--- src/rtl/noc_pkg.sv ---
// Shared NoC definitions for the leaf ejection path.
// Flit layout: [15:12] dest group, [11:10] dest node, [9:0] payload.
// Also holds default flit width / FIFO depth and group ID constants.
package noc_pkg;

  localparam int unsigned DEST_GRP_MSB  = 15;
  localparam int unsigned DEST_GRP_LSB  = 12;
  localparam int unsigned DEST_NODE_MSB = 11;
  localparam int unsigned DEST_NODE_LSB = 10;
  localparam int unsigned GRP_W         = DEST_GRP_MSB - DEST_GRP_LSB + 1;

  localparam int unsigned DEF_DWIDTH     = 16;
  localparam int unsigned DEF_FIFO_DEPTH = 8;

  localparam logic [GRP_W-1:0] GROUP_ID_DEFAULT = 4'b0100;

  function automatic logic [GRP_W-1:0] flit_group(input logic [DEF_DWIDTH-1:0] flit);
    return flit[DEST_GRP_MSB:DEST_GRP_LSB];
  endfunction

endpackage

--- src/rtl/leaf_downlink_merger_if.sv ---
// Bus bundle for leaf_downlink_merger.
//   up_data/up_valid  : per-uplink flits from spine routers (no backpressure)
//   local_out_*       : merged valid/ready stream toward the node
//   ovf_drop_cnt, misroute_cnt, fifo_nonempty : status/debug
// slave = merger side, master = spine/node side.
interface leaf_downlink_merger_if
  import noc_pkg::*;
#(
  parameter int unsigned NUM_UPLINKS = 4,
  parameter int unsigned DWIDTH      = DEF_DWIDTH,
  parameter int unsigned CNT_W       = 8
);

  logic [NUM_UPLINKS*DWIDTH-1:0] up_data;
  logic [NUM_UPLINKS-1:0]        up_valid;
  logic [DWIDTH-1:0]             local_out_data;
  logic                          local_out_valid;
  logic                          local_out_ready;
  logic [CNT_W-1:0]              ovf_drop_cnt;
  logic [CNT_W-1:0]              misroute_cnt;
  logic [NUM_UPLINKS-1:0]        fifo_nonempty;

  modport slave (
    input  up_data, up_valid, local_out_ready,
    output local_out_data, local_out_valid, ovf_drop_cnt, misroute_cnt, fifo_nonempty
  );

  modport master (
    output up_data, up_valid, local_out_ready,
    input  local_out_data, local_out_valid, ovf_drop_cnt, misroute_cnt, fifo_nonempty
  );

endinterface

--- src/rtl/flit_fifo.sv ---
// Synchronous flit FIFO, async active-low reset.
//   push/wdata : write (caller guarantees not full, or popped same cycle)
//   pop/head   : read head (caller guarantees not empty)
//   count/full/empty : occupancy status
module flit_fifo
  import noc_pkg::*;
#(
  parameter  int unsigned DWIDTH     = DEF_DWIDTH,
  parameter  int unsigned FIFO_DEPTH = DEF_FIFO_DEPTH,
  localparam int unsigned AW         = $clog2(FIFO_DEPTH),
  localparam int unsigned CW         = AW + 1
) (
  input  logic              clk,
  input  logic              rst_n,
  input  logic              push,
  input  logic              pop,
  input  logic [DWIDTH-1:0] wdata,
  output logic [DWIDTH-1:0] head,
  output logic [CW-1:0]     count,
  output logic              full,
  output logic              empty
);

  logic [DWIDTH-1:0] mem_q [FIFO_DEPTH];
  logic [AW-1:0]     wr_ptr_q, wr_ptr_d;
  logic [AW-1:0]     rd_ptr_q, rd_ptr_d;
  logic [CW-1:0]     count_q, count_d;

  always_comb begin
    wr_ptr_d = wr_ptr_q;
    rd_ptr_d = rd_ptr_q;
    count_d  = count_q;
    if (push) wr_ptr_d = wr_ptr_q + AW'(1);
    if (pop)  rd_ptr_d = rd_ptr_q + AW'(1);
    case ({push, pop})
      2'b10:   count_d = count_q + CW'(1);
      2'b01:   count_d = count_q - CW'(1);
      default: count_d = count_q;
    endcase
  end

  always_ff @(posedge clk or negedge rst_n) begin
    if (!rst_n) begin
      wr_ptr_q <= '0;
      rd_ptr_q <= '0;
      count_q  <= '0;
    end else begin
      wr_ptr_q <= wr_ptr_d;
      rd_ptr_q <= rd_ptr_d;
      count_q  <= count_d;
    end
  end

  always_ff @(posedge clk) begin
    if (push) mem_q[wr_ptr_q] <= wdata;
  end

  assign head  = mem_q[rd_ptr_q];
  assign count = count_q;
  assign full  = (count_q == CW'(FIFO_DEPTH));
  assign empty = (count_q == '0);

endmodule

--- src/rtl/leaf_downlink_merger.sv ---
// Leaf ejection stage: one absorbing FIFO per spine uplink, round-robin merge
// into a single registered valid/ready stream toward the node.
//   clk, reset (async, active-low)
//   bus.slave : uplink flits in, merged flit out, drop counters, FIFO status
// Flits for another group, or arriving at a full FIFO, are dropped and counted
// in saturating counters.
module leaf_downlink_merger
  import noc_pkg::*;
#(
  parameter logic [GRP_W-1:0] GROUP_ID    = GROUP_ID_DEFAULT,
  parameter int unsigned      NUM_UPLINKS = 4,
  parameter int unsigned      DWIDTH      = DEF_DWIDTH,
  parameter int unsigned      FIFO_DEPTH  = DEF_FIFO_DEPTH,
  parameter int unsigned      CNT_W       = 8
) (
  input logic                   clk,
  input logic                   reset,
  leaf_downlink_merger_if.slave bus
);

  localparam int unsigned RR_W = (NUM_UPLINKS > 1) ? $clog2(NUM_UPLINKS) : 1;
  localparam int unsigned CW   = $clog2(FIFO_DEPTH) + 1;
  localparam logic [CNT_W:0] CNT_ONE = (CNT_W+1)'(1);

  logic [NUM_UPLINKS-1:0] push, pop, full, empty, nonempty;
  logic [DWIDTH-1:0]      head  [NUM_UPLINKS];
  logic [CW-1:0]          count [NUM_UPLINKS];

  logic [RR_W-1:0]   rr_q, rr_d;
  logic              out_valid_q, out_valid_d;
  logic [DWIDTH-1:0] out_data_q, out_data_d;
  logic [CNT_W-1:0]  ovf_q, ovf_d, mis_q, mis_d;

  logic            load, grant_vld;
  logic [RR_W-1:0] grant_idx;
  logic [CNT_W:0]  mis_n, ovf_n, mis_sum, ovf_sum;

  for (genvar g = 0; g < NUM_UPLINKS; g++) begin : g_fifo
    flit_fifo #(
      .DWIDTH    (DWIDTH),
      .FIFO_DEPTH(FIFO_DEPTH)
    ) u_fifo (
      .clk  (clk),
      .rst_n(reset),
      .push (push[g]),
      .pop  (pop[g]),
      .wdata(bus.up_data[g*DWIDTH +: DWIDTH]),
      .head (head[g]),
      .count(count[g]),
      .full (full[g]),
      .empty(empty[g])
    );
    assign nonempty[g] = (count[g] != '0);
  end

  assign load = !out_valid_q || bus.local_out_ready;

  // Round-robin scan starting at rr_q, wrapping.
  always_comb begin
    int unsigned idx;
    idx       = 0;
    grant_vld = 1'b0;
    grant_idx = '0;
    for (int unsigned i = 0; i < NUM_UPLINKS; i++) begin
      idx = (32'(rr_q) + i) % NUM_UPLINKS;
      if (!grant_vld && !empty[idx]) begin
        grant_vld = 1'b1;
        grant_idx = RR_W'(idx);
      end
    end
  end

  assign pop = (load && grant_vld) ? (NUM_UPLINKS'(1) << grant_idx) : '0;

  // A full FIFO still accepts when its head is popped this cycle; the pop
  // frees the slot the push writes into.
  always_comb begin
    push  = '0;
    mis_n = '0;
    ovf_n = '0;
    for (int unsigned i = 0; i < NUM_UPLINKS; i++) begin
      if (bus.up_valid[i]) begin
        if (flit_group(bus.up_data[i*DWIDTH +: DEF_DWIDTH]) != GROUP_ID)
          mis_n = mis_n + CNT_ONE;
        else if (!full[i] || pop[i])
          push[i] = 1'b1;
        else
          ovf_n = ovf_n + CNT_ONE;
      end
    end
  end

  always_comb begin
    mis_sum = {1'b0, mis_q} + mis_n;
    ovf_sum = {1'b0, ovf_q} + ovf_n;
    mis_d   = mis_sum[CNT_W] ? '1 : mis_sum[CNT_W-1:0];
    ovf_d   = ovf_sum[CNT_W] ? '1 : ovf_sum[CNT_W-1:0];
  end

  always_comb begin
    out_valid_d = out_valid_q;
    out_data_d  = out_data_q;
    rr_d        = rr_q;
    if (load) begin
      out_valid_d = grant_vld;
      if (grant_vld) begin
        out_data_d = head[grant_idx];
        rr_d       = RR_W'((32'(grant_idx) + 32'd1) % NUM_UPLINKS);
      end
    end
  end

  always_ff @(posedge clk or negedge reset) begin
    if (!reset) begin
      rr_q        <= '0;
      out_valid_q <= 1'b0;
      out_data_q  <= '0;
      ovf_q       <= '0;
      mis_q       <= '0;
    end else begin
      rr_q        <= rr_d;
      out_valid_q <= out_valid_d;
      out_data_q  <= out_data_d;
      ovf_q       <= ovf_d;
      mis_q       <= mis_d;
    end
  end

  assign bus.local_out_valid = out_valid_q;
  assign bus.local_out_data  = out_data_q;
  assign bus.ovf_drop_cnt    = ovf_q;
  assign bus.misroute_cnt    = mis_q;
  assign bus.fifo_nonempty   = nonempty;

endmodule

--- src/flat_wrapper.sv ---
// flat-port wrapper written by rule: the top's interface ports become plain ports
module leaf_downlink_merger_flat import noc_pkg::*;
#(
  parameter logic [GRP_W-1:0] GROUP_ID    = GROUP_ID_DEFAULT,
  parameter int unsigned      NUM_UPLINKS = 4,
  parameter int unsigned      DWIDTH      = DEF_DWIDTH,
  parameter int unsigned      FIFO_DEPTH  = DEF_FIFO_DEPTH,
  parameter int unsigned      CNT_W       = 8
)
  (clk, reset, bus_up_data, bus_up_valid, bus_local_out_ready, bus_local_out_data, bus_local_out_valid, bus_ovf_drop_cnt, bus_misroute_cnt, bus_fifo_nonempty);
  leaf_downlink_merger_if #(.NUM_UPLINKS(NUM_UPLINKS), .DWIDTH(DWIDTH), .CNT_W(CNT_W)) bus_i ();
  input logic clk;
  input logic reset;
  input wire logic [$bits(bus_i.up_data)-1:0] bus_up_data;
  input wire logic [$bits(bus_i.up_valid)-1:0] bus_up_valid;
  input wire logic [$bits(bus_i.local_out_ready)-1:0] bus_local_out_ready;
  output wire logic [$bits(bus_i.local_out_data)-1:0] bus_local_out_data;
  output wire logic [$bits(bus_i.local_out_valid)-1:0] bus_local_out_valid;
  output wire logic [$bits(bus_i.ovf_drop_cnt)-1:0] bus_ovf_drop_cnt;
  output wire logic [$bits(bus_i.misroute_cnt)-1:0] bus_misroute_cnt;
  output wire logic [$bits(bus_i.fifo_nonempty)-1:0] bus_fifo_nonempty;
  assign bus_i.up_data = bus_up_data;
  assign bus_i.up_valid = bus_up_valid;
  assign bus_i.local_out_ready = bus_local_out_ready;
  assign bus_local_out_data = bus_i.local_out_data;
  assign bus_local_out_valid = bus_i.local_out_valid;
  assign bus_ovf_drop_cnt = bus_i.ovf_drop_cnt;
  assign bus_misroute_cnt = bus_i.misroute_cnt;
  assign bus_fifo_nonempty = bus_i.fifo_nonempty;
  leaf_downlink_merger #(.GROUP_ID(GROUP_ID), .NUM_UPLINKS(NUM_UPLINKS), .DWIDTH(DWIDTH), .FIFO_DEPTH(FIFO_DEPTH), .CNT_W(CNT_W)) u_core (.clk(clk), .reset(reset), .bus(bus_i));
endmodule
--- config.mk ---
export PLATFORM = sky130hd
export DESIGN_NAME = leaf_downlink_merger_flat
export DESIGN_NICKNAME = d
export VERILOG_FILES = /design/src/rtl/noc_pkg.sv /design/src/rtl/leaf_downlink_merger_if.sv /design/src/rtl/flit_fifo.sv /design/src/rtl/leaf_downlink_merger.sv /design/src/flat_wrapper.sv
export SDC_FILE = /design/constraint.sdc
export NUM_CORES = 1
export LEC_CHECK = 0
export ABC_AREA = 1
export ABC_CLOCK_PERIOD_IN_PS = 8850
export CAP_MARGIN = 20
export CORE_ASPECT_RATIO = 1.4
export CORE_UTILIZATION = 50
export CTS_CLUSTER_DIAMETER = 40
export DETAILED_ROUTE_END_ITERATION = 16
export PLACE_DENSITY = 0.76
export REMOVE_ABC_BUFFERS = 1
export SYNTH_ARGS = -nofsm -noshare
export SYNTH_HDL_FRONTEND = slang
export SYNTH_SLANG_ARGS = --single-unit
--- constraint.sdc ---
create_clock -name clk -period 8.85 [get_ports clk]
set_input_delay 1.3275 -clock clk [delete_from_list [all_inputs] [get_ports clk]]
set_output_delay 1.3275 -clock clk [all_outputs]
set_load 0.005 [all_outputs]
# After elaboration in Yosys (flattened, before gate mapping)
# Memory sizes are Yosys's and may differ from the RTL's.
# Cells that the tools add are included.
classes:
  add_sub_neg: 28
  order_cmp: 5
  n_eq_ne: 16
  shift: 1
  n_mux: 66
  bitwise: 1
  n_reduce_logical: 32
op_table:
  columns: ["op", "n"]
  rows:
  - ["2-to-1 mux 9 bit", 18]
  - ["adder 9 x 1 -> 9 bit, second input constant", 6]
  - ["binary-select mux 16 bit (select 2 bit)", 1]
  - ["2-to-1 mux 16 bit", 2]
  - ["one-hot mux 4 bit (2 select lines)", 4]
  - ["2-to-1 mux 1 bit", 30]
  - ["adder 3 x 1 -> 3 bit, second input constant", 8]
  - ["adder 8 x 9 -> 9 bit", 2]
  - ["adder 4 x 1 -> 4 bit, second input constant", 4]
  - ["equality test 4 bit, second input constant", 4]
  - ["zero test 4 bit", 4]
  - ["2-to-1 mux 8 bit", 2]
  - ["inequality test 4 x 3 -> 1 bit, second input constant", 4]
  - ["nonzero test 4 bit", 4]
  - ["subtractor 4 x 1 -> 4 bit, second input constant", 4]
  - ["less-than comparator 2 x 3 -> 1 bit, second input constant", 4]
  - ["zero test 1 bit", 10]
  - ["binary-select mux 1 bit (select 2 bit)", 4]
  - ["equality test 2 x 1 -> 1 bit, second input constant", 4]
  - ["equality test 2 bit, second input constant", 4]
  - ["2-to-1 mux 2 bit", 4]
  - ["nonzero test 2 bit", 4]
  - ["logical OR 1 bit", 5]
  - ["adder 2 x 1 -> 2 bit, second input constant", 2]
  - ["other kinds (7)", 11]
totals:
  register_bits: 75
  ramBits: 512
  in_bits: 71
  output_inout_bits: 37
  elab_cells: 170
  memories: 4
mem_list:
  columns: ["name", "depth", "width", "rd", "rd_clocked_by_memory_dff", "write_ports", "line", "source"]
  rows:
  - ["u_core.g_fifo[0].u_fifo.mem_q", 8, 16, 1, 0, 1, "flit_fifo.sv:24", "logic [DWIDTH-1:0] mem_q [FIFO_DEPTH];"]
  - ["u_core.g_fifo[1].u_fifo.mem_q", 8, 16, 1, 0, 1, "flit_fifo.sv:24", null]
  - ["u_core.g_fifo[2].u_fifo.mem_q", 8, 16, 1, 0, 1, "flit_fifo.sv:24", null]
  - ["u_core.g_fifo[3].u_fifo.mem_q", 8, 16, 1, 0, 1, "flit_fifo.sv:24", null]

# Logic depth before layout (Yosys ltp)
# Gate-level depths: netlist of the first run.
logic_depth:
  ltp_word: 32
  depth_mapped: 35
  mapped_depth_nobuf: 33

# Cells and area by module
# From an unflattened synthesis of the first run, not the netlist that was laid out.
hier_totals:
  hier_cells: 2243
  hier_area_um2: 25479.4
by_module_without_submodules:
  columns: ["mod", "n_inst", "cells_per_inst", "area_each_um2", "seq_area_each_um2"]
  rows:
  - ["flit_fifo (u_core.g_fifo[2].u_fifo ...)", 2, 437, 5557.8, 4093.9]
  - ["flit_fifo (u_core.g_fifo[0].u_fifo)", 1, 438, 5562.8, 4093.9]
  - ["flit_fifo (u_core.g_fifo[1].u_fifo)", 1, 438, 5560.3, 4093.9]
  - ["leaf_downlink_merger", 1, 493, 3240.6, 875.8]

# Worst setup path after synthesis of the first run
# OpenSTA, ideal clock, no wires.
synth_timing:
  path_type: "reg2reg"
  from: "reg u_core.rr_q[0]"
  to: "reg u_core.ovf_q[5] (netlist: u_core.bus.ovf_drop_cnt[5])"
  setup_ns: 0.072
  arrival_time_ns: 4.918
  required_ns: 8.778
  setup_slack_ns: 3.861
  stages_incl_launch_ff: 34
  n_path_buf: 2
  synth_period_minus_slack_ns: 4.989
  cell_sequence: "dfrtp_1 > buf_6 > xnor2_1 > nand3_1 > nand2_2 > inv_2 > nand2_1 > nor2_1 > nor2_1 > nand2_2 > nand2_4 > buf_4 > inv_1 > ha_1 > nand2_4 > nand4_2 > inv_1 > ha_1 > or2_2 > nand2_1 > inv_1 > ha_1 > o21ai_1 > inv_1 > ha_1 > nand2_1 > o21ai_1 > inv_2 > fa_1 > o31ai_1 > inv_1 > nor2_1 > nand4_1 > nand3_1"
synth_via:
  elab_chain_len: 32
  word_cells_on_any_way: 51
  cone_classes: "add/sub (7); shift (1); mux (30); reduce/logical (13)"
synth_rtl:
  columns: ["element", "line", "source"]
  rows:
  - ["start: declaration", "leaf_downlink_merger.sv:29", "logic [RR_W-1:0] rr_q, rr_d;"]
  - ["start signal: assignment", "leaf_downlink_merger.sv:121", "rr_q <= rr_d;"]
  - ["adder 2 x 1 -> 2 bit", "leaf_downlink_merger.sv:65", "idx = (32'(rr_q) + i) % NUM_UPLINKS;"]
  - ["binary-select mux 1 bit (select 2 bit)", "leaf_downlink_merger.sv:66", "if (!grant_vld && !empty[idx]) begin"]
  - ["2-to-1 mux 1 bit (implied by the code)", "leaf_downlink_merger.sv:66", null]
  - ["zero test 1 bit", "leaf_downlink_merger.sv:66", null]
  - ["logical AND 1 bit", "leaf_downlink_merger.sv:66", null]
  - ["2-to-1 mux 1 bit", "leaf_downlink_merger.sv:66", null]
  - ["zero test 1 bit", "leaf_downlink_merger.sv:66", null]
  - ["logical AND 1 bit", "leaf_downlink_merger.sv:66", null]
  - ["(+17 left out)", null, null]
  - ["2-to-1 mux 9 bit", "leaf_downlink_merger.sv:82", "if (bus.up_valid[i]) begin"]
  - ["adder 9 x 1 -> 9 bit", "leaf_downlink_merger.sv:88", "ovf_n = ovf_n + CNT_ONE;"]
  - ["2-to-1 mux 9 bit", "leaf_downlink_merger.sv:85", "else if (!full[i] || pop[i])"]
  - ["2-to-1 mux 9 bit", "leaf_downlink_merger.sv:83", "if (flit_group(bus.up_data[i*DWIDTH +: DEF_DWIDTH]) != GROUP_ID)"]
  - ["2-to-1 mux 9 bit *", "leaf_downlink_merger.sv:82", null]
  - ["adder 8 x 9 -> 9 bit *", "leaf_downlink_merger.sv:95", "ovf_sum = {1'b0, ovf_q} + ovf_n;"]
  - ["2-to-1 mux 8 bit *", "leaf_downlink_merger.sv:97", "ovf_d = ovf_sum[CNT_W] ? '1 : ovf_sum[CNT_W-1:0];"]
  - ["named net u_core.ovf_d[5]", "leaf_downlink_merger.sv:32", "logic [CNT_W-1:0] ovf_q, ovf_d, mis_q, mis_d;"]
  - ["end signal: assignment", "leaf_downlink_merger.sv:124", "ovf_q <= ovf_d;"]
  - ["end: declaration", "leaf_downlink_merger.sv:32", null]
# Mark *: on every way through the listed nets, which the timed path passes. The rest lies on a longest branch. The select of a mux whose other input is x is not followed.
# A chain may end at the register's enable or synchronous reset.

# Worst setup path in the final report of the first run
# Same ends and word-level chain as after synthesis.

==> metrics.md, run 1 <==
| Metric | Value |
|---|---|
| Status | `finished, final reports clean` |
| ANT nets after route | `0` |
| CTS tree | `built` |
| Critical Path RT | `between 9 and 10 ns` |
| Post-CTS Resized | `0` |
| Fin. max-slew vios | `0` |
| Initial Utilization | `between 50% and 60%` |
| Primary FF master, synth | `edfxtp_1` |
| Reg2Reg Depth | `29` |
| Post-CTS setup buffers | `0` |
| Leakage power | `roughly 10 nW` |
| Area leader, netlist | `edfxtp_1` |
| Initial antenna violation count | `1` |
| P_int | `0.00580 W` |
| Detailed Place HPWL | `36000 um` |
| IO Pins | `108` |
| Core Area | `just under 50000 um2` |
| Comb pwr share | `38.1%` |
| Routed wire length | `approximately 59000 um` |
| EDFF count, synth | `512` |
| Worst hold path type | `flip-flop to flip-flop` |
| Actual slew at the worst max-slew pin | `1.15 ns` |
| Share of layout cells above drive strength 1 | `8.00%` |
| Clock root buffer | `clkbuf_16` |
| Vias in the first global route | `16500` |
| Crit path launch | `u_core.rr_q[0]` |
| Worst path slowest cell | `nand2_2` |
| Synth cell count leaders | `512 x edfxtp_1, 437 x nand2_1, 214 x a21oi_1, 96 x a221o_1, 86 x clkbuf_1` |
| Hold Path Origin | `u_core.bus.local_out_data[12]` |
| Total power draw | `0.00948 W` |
| Cell count of the worst hold path | `2` |
| Die ar. | `between 50000 and 60000 um2` |
| Clk_skew | `0.0319 ns` |
| TritonCTS Sinks | `587` |
| Die Wd | `190 um` |
| Die height | `265 um` |
| Peak VDD IR | `0.244 mV` |
| Final setup violating endpoints | `0` |
| Psw | `0.00368 W` |
| Critical Path Fanout Max | `36` |
| Minimum clock period | `6.85 ns` |
| H-tree levels | `2` |
| #FFs+latches synth | `587` |
| Hold Vio Cnt, Final | `0` |
| Worst slew margin | `between 20 and 25%` |
| Gate Count Post-Synth | `1968` |
| Async SR Flop Fraction | `12.8%` |
| Area Growth Syn to Fin | `15.0%` |
| Seq/Total Area, Yosys | `approximately 70%` |
| GR Util All Layers | `23.6%` |
| DRC violations left | `0` |
| P per Cell Area | `334 nW/um2` |
| GRT overflow | `0` |
| Placer Congestion | `0.881` |
| CTS hold repair buffers | `0` |
| Placed cell area | `26400 um2` |
| Pin count of the biggest net entering global routing | `76` |
| Max-Cap Viols | `0` |
| Num rows | `95` |
| CP endpoint kind | `flip-flop` |
| Yosys top cell area share | `62.4%` |
| Setup TNS | `0 ns` |
| Buf/Inv on CP | `6` |
| R2r setup slk | `about 2.0 ns` |
| Clk slew on worst S/H paths | `around 0.07 ns` |
| Later-pin clock latency in the skew report | `0.61 ns` |
| Post-route clock period utilization | `77.4%` |
| Power share of the clock group | `between 20% and 30%` |
| Setup CP Type | `flip-flop to flip-flop` |
| First-pass GRT wire length | `90800 um` |
| Flop pwr share | `36.3%` |
| Mapped Area | `24700 um2` |
| Unrepaired setup endpoints after global routing | `no` |
| CP delay by family, top | `simple AND/OR/NAND/NOR gates` |
| Synthesized area per cell | `roughly 13 um2` |
| Critical R2R Launch | `u_core.rr_q[0]` |
| Synth warn | `0` |
| Worst Setup Start Kind | `flip-flop` |
| Net total in the final layout | `between 2000 and 2500` |
| Port Buffers | `107` |
| Pre-antenna DRT Iters | `6` |
| Via count | `16300` |
| Vias per cell | `5.98` |
| Post-route cell area | `28400 um2` |
| Top post-synthesis cells by area | `edfxtp_1 62%, dfrtp_1 7.6%, nand2_1 6.7%` |
| Top-count cell post-synth | `edfxtp_1` |
| Worst path max stage delay | `0.65 ns` |
| Worst path arrival time | `7.37 ns` |
| Switch share | `38.8%` |
| Post-synthesis cell type count | `44` |
| CTS Buffer Depth | `3` |
| WP depth | `29` |
| Fmax | `146 MHz` |
| DR iter-0 viols | `1725` |
| CTS buffer count | `53` |
| Drt wl/cell | `roughly 22 um` |
## sequential cells by signal (all words and copies together) (netlist names)
register                       flops
u_core.bus.ovf_drop_cnt            8
u_core.bus.misroute_cnt            8
u_core.bus.local_out_data         16
u_core.g_fifo.u_fifo.wr_ptr_q     12
u_core.g_fifo.u_fifo.count        16
u_core.rr_q                        2
u_core.bus.local_out_valid         1
u_core.g_fifo.u_fifo.mem_q       512
u_core.g_fifo.u_fifo.rd_ptr_q     12
## stage by stage
| stage | instances | hold slack, ns | util, % | setup WS (ns) |
|---|---|---|---|---|
| final | 2719 | 0.489 | 58.6 | 2.00 |
| after detailed placement | 2615 | 0.478 | 54.7 | 2.17 |
| after global placement | 2613 | 0.465 | 54.6 | 2.57 |
| after CTS | 2715 | 0.495 | 58.5 | 2.15 |
| after global routing | 2719 | 0.520 | 58.6 | 1.46 |
| after floorplan | 1858 | 0.470 | - | 3.52 |
## worst paths after layout
check	to
worst max-delay path	u_core.bus.ovf_drop_cnt[5]
worst min-delay path	u_core.bus.local_out_data[12]
worst max register to register	u_core.bus.ovf_drop_cnt[5]
worst min register to register	u_core.bus.local_out_data[12]
max in group asynchronous	u_core.g_fifo[2].u_fifo.rd_ptr_q[1]
min in group asynchronous	u_core.bus.local_out_data[5]
## cell usage in the layout, fill, tap and decap left out, types with 9 or more instances in the layout
cell type / netlist / layout
clkdlybuf4s50_1: 0 / 106
buf_4: 3 / 19
nand3_1: 78 / 78
mux2i_1: 16 / 16
inv_1: 85 / 84
xor2_1: 23 / 23
a21oi_1: 214 / 214
clkinv_1: 4 / 11
nand2_1: 437 / 437
a221o_1: 96 / 96
a32oi_1: 16 / 16
nor3_4: 0 / 16
ha_1: 38 / 38
o221ai_1: 16 / 16
nor2_2: 5 / 13
clkbuf_16: 0 / 54
bufinv_16: 0 / 9
nand4_1: 35 / 35
o21ai_0: 57 / 57
clkbuf_1: 86 / 11
dfrtp_1: 75 / 70
nor2_1: 70 / 62
edfxtp_1: 512 / 512
## cell families (layout without fill, tap and decap cells)
kind of cell / count (synthesis) / after routing / synth area share, %
AO/OA/AOI/OAI: 411 / 411 / 10.9
XOR/XNOR: 31 / 31 / 1.10
adder cells (fa/ha/maj): 44 / 44 / 2.42
buffers and inverters: 205 / 325 / 3.31
flip-flops: 587 / 587 / 70.0
multiplexers: 16 / 16 / 0.650
other: 0 / 1 / 0
AND/OR/NAND/NOR: 674 / 674 / 11.7
## power groups by stage
stage          logic (W)  clock network, W  registers (W)
6_report         0.00361           0.00243        0.00344
5_1_grt          0.00393           0.00254        0.00346
4_1_cts          0.00356           0.00244        0.00343
3_5_place_dp     0.00352                 0        0.00349
3_3_place_gp     0.00333                 0        0.00349
2_1_floorplan    0.00200                 0        0.00359
## worst reg2reg max path: cells and delay by family (launching register included)
kind | cells | cell delay, ns
simple gates | 14 | 3.10
fa+ha+maj | 5 | 1.59
compound gates | 3 | 0.74
flops | 1 | 0.57
buf+inv | 6 | 0.45
xor+xnor | 1 | 0.33
## metal layers
metal / vias to the layer above / wire length [um] / track usage (%)
met4: 0 / 2330 / 10.9
met5: - / 0 / 0
met3: 133 / 4180 / 3.61
li1: 7371 / - / -
met2: 738 / 29900 / 40.4
met1: 8024 / 23100 / 29.5
## area by class of cell
type	instances	area, um2
Inverter	95	357
Fill cell	3582	20000
Tap cell	630	788
Timing Repair Buffer	130	1320
Antenna cell	1	2.50
Clock inverter	34	448
Multi-Input combinational cell	1176	6790
Clock buffer	66	1410
Sequential cell	587	17300
Note: power is estimated with default switching activity, not from simulation.
==> run 2: changes to the inputs <==
- ABC_CLOCK_PERIOD_IN_PS: 8850 -> 6200
- PLACE_DENSITY: 0.76 -> 0.78
- clock period: 8.85 -> 6.2 ns (I/O delays scaled with it)
==> metrics.md, run 2 (synthesized netlist as in run 1, its figures left out) <==
| Metric | Value |
|---|---|
| Status | `finished, final reports clean` |
| CTS Buffer Depth | `3 (unchanged)` |
| Placer Congestion | `0.874 (-0.77%)` |
| Post-CTS setup buffers | `0 (unchanged)` |
| Actual slew at the worst max-slew pin | `1.14 ns (-0.00611 ns)` |
| Critical Path RT | `6.72 ns (-2.65 ns)` |
| Setup TNS | `0 ns (unchanged)` |
| Critical Path Fanout Max | `9 (-75%)` |
| CTS hold repair buffers | `0 (unchanged)` |
| Critical R2R Launch | `u_core.rr_q[0]` |
| Worst path slowest cell | `dfrtp_1` |
| Diodes inserted | `0 (-1)` |
| Post-route clock period utilization | `91.4% (+14 points)` |
| GRT overflow | `0 (unchanged)` |
| Area Growth Syn to Fin | `15.1% (about the same)` |
| Via count | `16500 (+1.7%)` |
| Max-Cap Viols | `0 (unchanged)` |
| Wire length on met3 | `4330 um (+3.5%)` |
| Top reg by flops | `u_core.g_fifo.u_fifo.mem_q` |
| IO Pins | `108 (unchanged)` |
| GR Util All Layers | `24.2% (+0.55 points)` |
| FILL cells | `3598 (+0.45%)` |
| Critical register-to-register path endpoint | `u_core.bus.ovf_drop_cnt[5]` |
| Pre-antenna DRT Iters | `6 (unchanged)` |
| Leading cell type in the layout, fill and taps excluded | `edfxtp_1` |
| Vias per cell | `6.06 (+1.3%)` |
| FF+latch area | `17300 um2 (unchanged)` |
| DRC violations left | `0 (unchanged)` |
| Routed wire length | `60800 um (+2.1%)` |
| R2r setup slk | `0.53 ns (-1.46 ns)` |
| Unrepaired setup endpoints after global routing | `no` |
| Reg2Reg Depth | `30 (+3.4%)` |
| Drt wl/cell | `22.3 um (+1.8%)` |
| Initial Utilization | `51.0% (unchanged)` |
| Pin count of the biggest net entering global routing | `76 (unchanged)` |
| DP Worst Slack | `0.363 ns (-1.80 ns)` |
| Most frequent cells in the layout | `512 x edfxtp_1, 437 x nand2_1, 214 x a21oi_1` |
| Port Buffers | `107 (unchanged)` |
| Detailed Place HPWL | `35800 um (-0.56%)` |
| Worst path max stage delay | `0.60 ns (-0.05 ns)` |
| Worst Setup Start Kind | `flip-flop` |
| Worst path arrival time | `6.19 ns (-1.18 ns)` |
| Fin util | `58.6% (about the same)` |
| Share of layout cells above drive strength 1 | `8.19% (+0.20 points)` |
| H-tree levels | `2 (unchanged)` |
| Max Used Layer | `met5` |
| Die ar. | `50200 um2 (unchanged)` |
| Footprint of the multi-input gates | `6780 um2 (about the same)` |
| Fmax | `176 MHz (+21%)` |
| Hold Vio Cnt, Final | `0 (unchanged)` |
| Die height | `265 um (unchanged)` |
| Final setup violating endpoints | `0 (unchanged)` |
| Post-CTS Resized | `0 (unchanged)` |
| Leakage power | `10.3 nW (about the same)` |
| TritonCTS Sinks | `587 (unchanged)` |
| Die Wd | `190 um (unchanged)` |
| Core Area | `48400 um2 (unchanged)` |
| CTS tree | `built` |
| Worst slew margin | `23.6% (+0.57 points)` |
| Later-pin clock latency in the skew report | `0.60 ns (about the same)` |
| Initial antenna violation count | `1 (unchanged)` |
| Worst hold path type | `input pin to asynchronous set/reset pin` |
| Num rows | `95 (unchanged)` |
| Clk slew on worst S/H paths | `0.07 ns (about the same)` |
| First-pass GRT wire length | `93000 um (+2.3%)` |
| Peak VDD IR | `0.285 mV (+17%)` |
| Max reg flops | `512 (unchanged)` |
| Hold_ws | `0.160 ns (-0.329 ns)` |
| CP endpoint kind | `flip-flop` |
| ANT nets after route | `0 (unchanged)` |
| Net total in the final layout | `2172 (+0.65%)` |
| Final WS setup | `0.533 ns (-1.46 ns)` |
| Vias in the first global route | `16800 (+2.1%)` |
| Fin. max-slew vios | `0 (unchanged)` |
| Met2 WL | `30500 um (+2.0%)` |
| Clk_skew | `0.0211 ns (-0.0108 ns)` |
| P per Cell Area | `474 nW/um2 (+42%)` |
| Clock root buffer | `clkbuf_16` |
| CTS buffer count | `56 (+5.7%)` |
| Minimum clock period | `5.67 ns (-1.19 ns)` |
| M1 WL | `23300 um (+0.61%)` |
| Setup CP Type | `flip-flop to flip-flop` |
| DR iter-0 viols | `1652 (-4.2%)` |
-- run 2: per-stage QoR --
step,cells,cell area [um2],total power [W]
3_5_place_dp,2622,26500,0.0101
5_1_grt,2729,28400,0.0141
2_1_floorplan,1858,24200,0.00799
3_3_place_gp,2622,26500,0.00980
6_report,2729,28400,0.0134
4_1_cts,2722,28200,0.0134
-- run 2: critical path, delay by kind of cell (launching register included) --
kind | cells | cell delay (ns)
xor gates and xnor gates | 1 | 0.29
and+or+nand+nor | 15 | 2.13
buffers and inverters | 6 | 0.42
DFF | 1 | 0.60
AOI/OAI and AO/OA | 3 | 0.73
adders and majority gates | 5 | 1.41
-- run 2: layer usage --
layer,vias to the layer above,track usage [%]
met5,-,0
met4,2,12.1
met3,145,3.18
met2,833,40.9
met1,8164,30.5
li1,7398,-
-- run 2: worst max path at each step --
stage / startpoint / end / slack (ns)
floorplan: u_core.rr_q[0] / u_core.bus.ovf_drop_cnt[5] / 0.87
global placement: bus_up_data[13] / u_core.bus.ovf_drop_cnt[5] / 0.62
detailed placement: bus_up_data[12] / u_core.bus.ovf_drop_cnt[5] / 0.36
CTS: u_core.rr_q[0] / u_core.bus.ovf_drop_cnt[5] / 0.63
global route: u_core.g_fifo[3].u_fifo.count[1] / u_core.bus.ovf_drop_cnt[3] / 0.13
finish: u_core.rr_q[0] / u_core.bus.ovf_drop_cnt[5] / 0.53
-- run 2: report_power, final --
| part | leakage (nW) | switching [W] | internal [W] |
|---|---|---|---|
| clock | 0.849 | 0.00150 | 0.00181 |
| combinational | 3.92 | 0.00352 | 0.00173 |
| sequential | 5.50 | 0.000308 | 0.00458 |
-- run 2: area by class of cell --
type	instances	area share, %
Clock buffer	67	5.09
Clock inverter	33	1.09
Inverter	95	1.26
Multi-Input combinational cell	1176	23.9
Sequential cell	587	60.8
Tap cell	630	2.78
Timing Repair Buffer	141	5.03
